### config.mk
export PLATFORM = sky130hd
export DESIGN_NAME = b9_resp_misr
export DESIGN_NICKNAME = d
export VERILOG_FILES = /design/src/rtl/b9_resp_misr.sv
export SDC_FILE = /design/constraint.sdc
export NUM_CORES = 1
export LEC_CHECK = 0
export ABC_CLOCK_PERIOD_IN_PS = 3000
export CORE_ASPECT_RATIO = 0.7
export CORE_MARGIN = 2
export CORE_UTILIZATION = 49
export DETAILED_ROUTE_END_ITERATION = 10
export PLACE_DENSITY = 0.81
export SKIP_CTS_REPAIR_TIMING = 1
export SLEW_MARGIN = 20
export SYNTH_ARGS = -nofsm -noshare
export SYNTH_HDL_FRONTEND = slang
export SYNTH_SLANG_ARGS = --single-unit
### constraint.sdc
create_clock -name clk -period 3 [get_ports clk]
set_input_delay 0.6 -clock clk [delete_from_list [all_inputs] [get_ports clk]]
set_output_delay 0.6 -clock clk [all_outputs]
set_load 0.05 [all_outputs]
### src/rtl/b9_resp_misr.sv
// ---------------------------------------------------------------------------
// b9_resp_misr
//   Response-compaction stage placed after the combinational b9 core. Beats
//   of the 21-bit b9 output vector are folded into a multiple-input signature
//   register (MISR) over a programmed number of beats. The final signature is
//   then compared against an expected value.
//
// Ports
//   clk        in   rising-edge clock
//   rst        in   synchronous, active-high reset
//   start      in   begin a run (honoured only in IDLE)
//   num_beats  in   CW  beats to compact, sampled with start
//   exp_sig    in   W   expected signature, sampled with start
//   resp_valid in   resp_data carries a beat
//   resp_data  in   W   b9 response {a1..j1,p0..z0}, a1 = MSB
//   resp_ready out  a beat is accepted this cycle when resp_valid is high
//   busy       out  run in progress
//   done       out  result available; sig/pass are valid
//   done_ack   in   consumer releases the result
//   sig        out  W   current signature register
//   pass       out  sig matches the latched expected signature (while done)
//   beat_cnt   out  CW  beats accepted in the current run
// ---------------------------------------------------------------------------
module b9_resp_misr #(
  parameter int unsigned    W    = 21,
  parameter int unsigned    CW   = 16,
  parameter logic [W-1:0]   POLY = 21'h000005,
  parameter logic [W-1:0]   SEED = 21'h000000
) (
  input  logic          clk,
  input  logic          rst,
  input  logic          start,
  input  logic [CW-1:0] num_beats,
  input  logic [W-1:0]  exp_sig,
  input  logic          resp_valid,
  input  logic [W-1:0]  resp_data,
  output logic          resp_ready,
  output logic          busy,
  output logic          done,
  input  logic          done_ack,
  output logic [W-1:0]  sig,
  output logic          pass,
  output logic [CW-1:0] beat_cnt
);

  typedef enum logic [1:0] {
    ST_IDLE = 2'd0,
    ST_RUN  = 2'd1,
    ST_DONE = 2'd2
  } state_t;

  state_t        state_q, state_d;
  logic [W-1:0]  sig_q,   sig_d;
  logic [CW-1:0] cnt_q,   cnt_d;
  logic [CW-1:0] n_q,     n_d;
  logic [W-1:0]  e_q,     e_d;

  // One MISR step: shift left, fold the bit shifted out of the MSB back in
  // through the feedback taps, then XOR in the incoming response beat.
  function automatic logic [W-1:0] misr_step(input logic [W-1:0] s,
                                             input logic [W-1:0] d);
    logic [W-1:0] fb;
    fb = s[W-1] ? POLY : '0;
    return {s[W-2:0], 1'b0} ^ fb ^ d;
  endfunction

  logic accept;
  assign accept = (state_q == ST_RUN) && resp_valid;

  always_comb begin
    state_d = state_q;
    sig_d   = sig_q;
    cnt_d   = cnt_q;
    n_d     = n_q;
    e_d     = e_q;
    unique case (state_q)
      ST_IDLE: begin
        if (start) begin
          n_d     = num_beats;
          e_d     = exp_sig;
          sig_d   = SEED;
          cnt_d   = '0;
          // An empty run goes straight to DONE so pass reflects SEED == E.
          state_d = (num_beats != '0) ? ST_RUN : ST_DONE;
        end
      end
      ST_RUN: begin
        if (accept) begin
          sig_d = misr_step(sig_q, resp_data);
          cnt_d = cnt_q + CW'(1);
          // n_q is non-zero in RUN, so n_q-1 never underflows.
          if (cnt_q == n_q - CW'(1)) begin
            state_d = ST_DONE;
          end
        end
      end
      ST_DONE: begin
        // start together with done_ack is deliberately ignored.
        if (done_ack) begin
          state_d = ST_IDLE;
        end
      end
      default: state_d = ST_IDLE;
    endcase
  end

  always_ff @(posedge clk) begin
    if (rst) begin
      state_q <= ST_IDLE;
      sig_q   <= SEED;
      cnt_q   <= '0;
      n_q     <= '0;
      e_q     <= '0;
    end else begin
      state_q <= state_d;
      sig_q   <= sig_d;
      cnt_q   <= cnt_d;
      n_q     <= n_d;
      e_q     <= e_d;
    end
  end

  // All outputs decode from registered state only.
  assign resp_ready = (state_q == ST_RUN);
  assign busy       = (state_q == ST_RUN);
  assign done       = (state_q == ST_DONE);
  assign pass       = (state_q == ST_DONE) && (sig_q == e_q);
  assign sig        = sig_q;
  assign beat_cnt   = cnt_q;

endmodule
==> flow_metrics.env <==
export IMPL_status="finished, final reports clean"
export IMPL_seqPwrFrac=0.374
export IMPL_synthCells=497
export IMPL_vdd_drop_max_uv=299
export IMPL_synthArstFlopShare=0
export IMPL_avgRoutedWirePerCell_um=16.4
export IMPL_clock_latency_ns=0.33
export IMPL_min_path_type="reg2reg"
export IMPL_ys_warnings_count=0
export IMPL_areaGrowthSynthToFinish_pct=36.2
export IMPL_io_pins=104
export IMPL_post_place_ws_ns=0.258
export IMPL_antenna_found_initial=0
export IMPL_ant_nets=0
export IMPL_yosys_area_top_type="dfxtp_1"
export IMPL_drc=0
export IMPL_syn_nets=562
export IMPL_fmax_ghz=0.370
export IMPL_drive_above_1_share=0.0626
export IMPL_grtUsageTotal=0.254
export IMPL_finalCritPeriodShare=0.902
export IMPL_netlist_area_um2=3920
export IMPL_p_per_area_nw_per_um2=556
export IMPL_synth_distinct_cells=48
export IMPL_overflow=0
export IMPL_path_buf_inv=0
export IMPL_vias=3849
export IMPL_synth_area_leaders="dfxtp_1 39%, a21oi_1 8.8%, xnor2_1 8.7%"
export IMPL_clk_pin_slew_ns=0.06
export IMPL_p_leak_nw=1.98
export IMPL_dp_hpwl_um=8080
export IMPL_tightest_slew_ns=0.930
export IMPL_pwr_share_clk=0.439
export IMPL_grt_max_degree=63
export IMPL_cts_buffers=9
export IMPL_clock_skew_ns=0.00624
export IMPL_drv_slew=0
export IMPL_arrival_ns=2.89
export IMPL_cts_root_buf="clkbuf_16"
export IMPL_cap_violations=0
export IMPL_combinationalPowerShare=0.188
export IMPL_ctsLongestPathBuffers=2
export IMPL_finalHoldViolations=0
export IMPL_dieArea_um2=8750
export IMPL_ys_ff_latch=76
export IMPL_crit_chain="or3_1 > nor4_2 > a31oi_1 > a211oi_1 > nand4_1 > nor4_1 > nor4_1"
export IMPL_setup_viol=0
export IMPL_cts_sinks=76
export IMPL_crit_fanout=9
export IMPL_syn_avg_cell_area_um2=7.89
export IMPL_ys_seq_area_frac=0.388
export IMPL_required_ns=3.18
export IMPL_setup_tns_ns=0
export IMPL_layout_cells_most_common="clkdlybuf4s50_1"
export IMPL_rsz0062_at_grt="no"
export IMPL_io_buffer_count=103
export IMPL_relSlewSlack=0.371
export IMPL_place_congestion=0.935
export IMPL_start_kind="flop"
export IMPL_fp_dieW_um=111
export IMPL_post_drt_via_cell_ratio=5.56
export IMPL_critical_path_top_delay_family="simple AND/OR/NAND/NOR gates"
export IMPL_grt_pass1_vias=3699
export IMPL_fin_nets=652
export IMPL_fin_ws_ns=0.295
export IMPL_cts_tree="done"
export IMPL_grt_pass1_wl_um=17700
export IMPL_power_net_switching_uw=784
export IMPL_num_rows=27
export IMPL_final_min_clock_period_ns=2.71
export IMPL_endpoint_kind="flop"
export IMPL_dieHeight_um=78.8
export IMPL_path_common_cell="nor4_1"
export IMPL_switching_share=0.264
export IMPL_core_area_um2=7800
export IMPL_cpPeakStageDelay_ns=0.54
export IMPL_antenna_cells=0
export IMPL_synth_edf_count=0
export IMPL_internal_power_mw=2.19
export IMPL_synth_flop_cell="dfxtp_1"
export IMPL_drtIter0Drc=303
export IMPL_crit_type="reg2reg"
export IMPL_start_util=0.502
export IMPL_cp_slowest_cell="or3_1"
export IMPL_yosys_area_top_type_share=0.388
export IMPL_htreeDepth=3
export IMPL_final_cell_mix="99 x clkdlybuf4s50_1, 87 x nand2_1, 76 x dfxtp_1"
export IMPL_wl_um=11300
export IMPL_firstDrtPassIters=5
[sequential cells by signal, summed over array words and instances (netlist names)]
signal and count:
e_q 21, n_q 16, sig 21, state_q 2, beat_cnt 16
[through the flow]
stage | hold slack [ns] | cell area, um2 | total power, mW | utilization | cells
after floorplan | 0.448 | 3920 | 1.47 | - | 497
after global placement | 0.455 | 4980 | 1.66 | 0.638 | 677
after detailed placement | 0.460 | 4980 | 1.67 | 0.638 | 677
after CTS | 0.469 | 5340 | 2.97 | 0.685 | 692
after global routing | 0.490 | 5340 | 3.07 | 0.685 | 692
final | 0.467 | 5340 | 2.97 | 0.685 | 692
[final timing paths]
path,cells past startpoint,from,endpoint,slack [ns]
worst max register to register,7,n_q[8],state_q[0],0.29
worst min register to register,2,e_q[5],e_q[5],0.47
worst max-delay path,7,n_q[8],state_q[0],0.29
worst min-delay path,2,e_q[5],e_q[5],0.47
[tightest hold or removal path, stage by stage, from the launching register on]
cell     delay (ns)
dfxtp_1        0.31
nand2_1        0.05
a21oi_1        0.05
[metal layers]
| layer | part of all wire | GRT usage |
|---|---|---|
| met3 | 0.072 | 0.0473 |
| met1 | 0.44 | 0.326 |
| met5 | 0 | 0 |
| met2 | 0.47 | 0.429 |
| met4 | 0.025 | 0.101 |
[synthesized netlist by cell type, types with 3 or more instances]
library cell	count
a21oi_1	69
and3_1	3
buf_6	4
clkbuf_1	22
dfxtp_1	76
inv_1	6
mux2i_1	4
nand2_1	87
nand2b_1	3
nand3_1	10
nand4_1	8
nor2_1	45
nor3_1	27
nor4_1	11
o21ai_0	6
or3_1	6
xnor2_1	39
xor2_1	34
[cell families after synthesis]
| family | count (synthesis) | synth area share |
|---|---|---|
| simple gates | 216 | 0.258 |
| compound gates | 90 | 0.131 |
| flops | 76 | 0.388 |
| xor+xnor | 73 | 0.163 |
| buf+inv | 36 | 0.0443 |
| mux | 4 | 0.0102 |
| fa+ha+maj | 2 | 0.00638 |
[power groups by stage]
stage               Sequential (mW)  Combinational (mW)  Clock (mW)
global placement               1.13               0.528           0
finish                         1.11               0.558        1.30
CTS                            1.11               0.551        1.31
global route                   1.12               0.599        1.36
detailed placement             1.13               0.541           0
floorplan                      1.16               0.317           0
[layout make-up]
| class | count | area (um2) |
|---|---|---|
| Multi-Input combinational cell | 385 | 2230 |
| Clock buffer | 9 | 225 |
| Tap cell | 101 | 126 |
| Sequential cell | 76 | 1520 |
| Inverter | 6 | 22.5 |
| Fill cell | 628 | 2460 |
| Clock inverter | 6 | 138 |
| Timing Repair Buffer | 109 | 1080 |
Note: power is estimated with default switching activity, not from simulation.
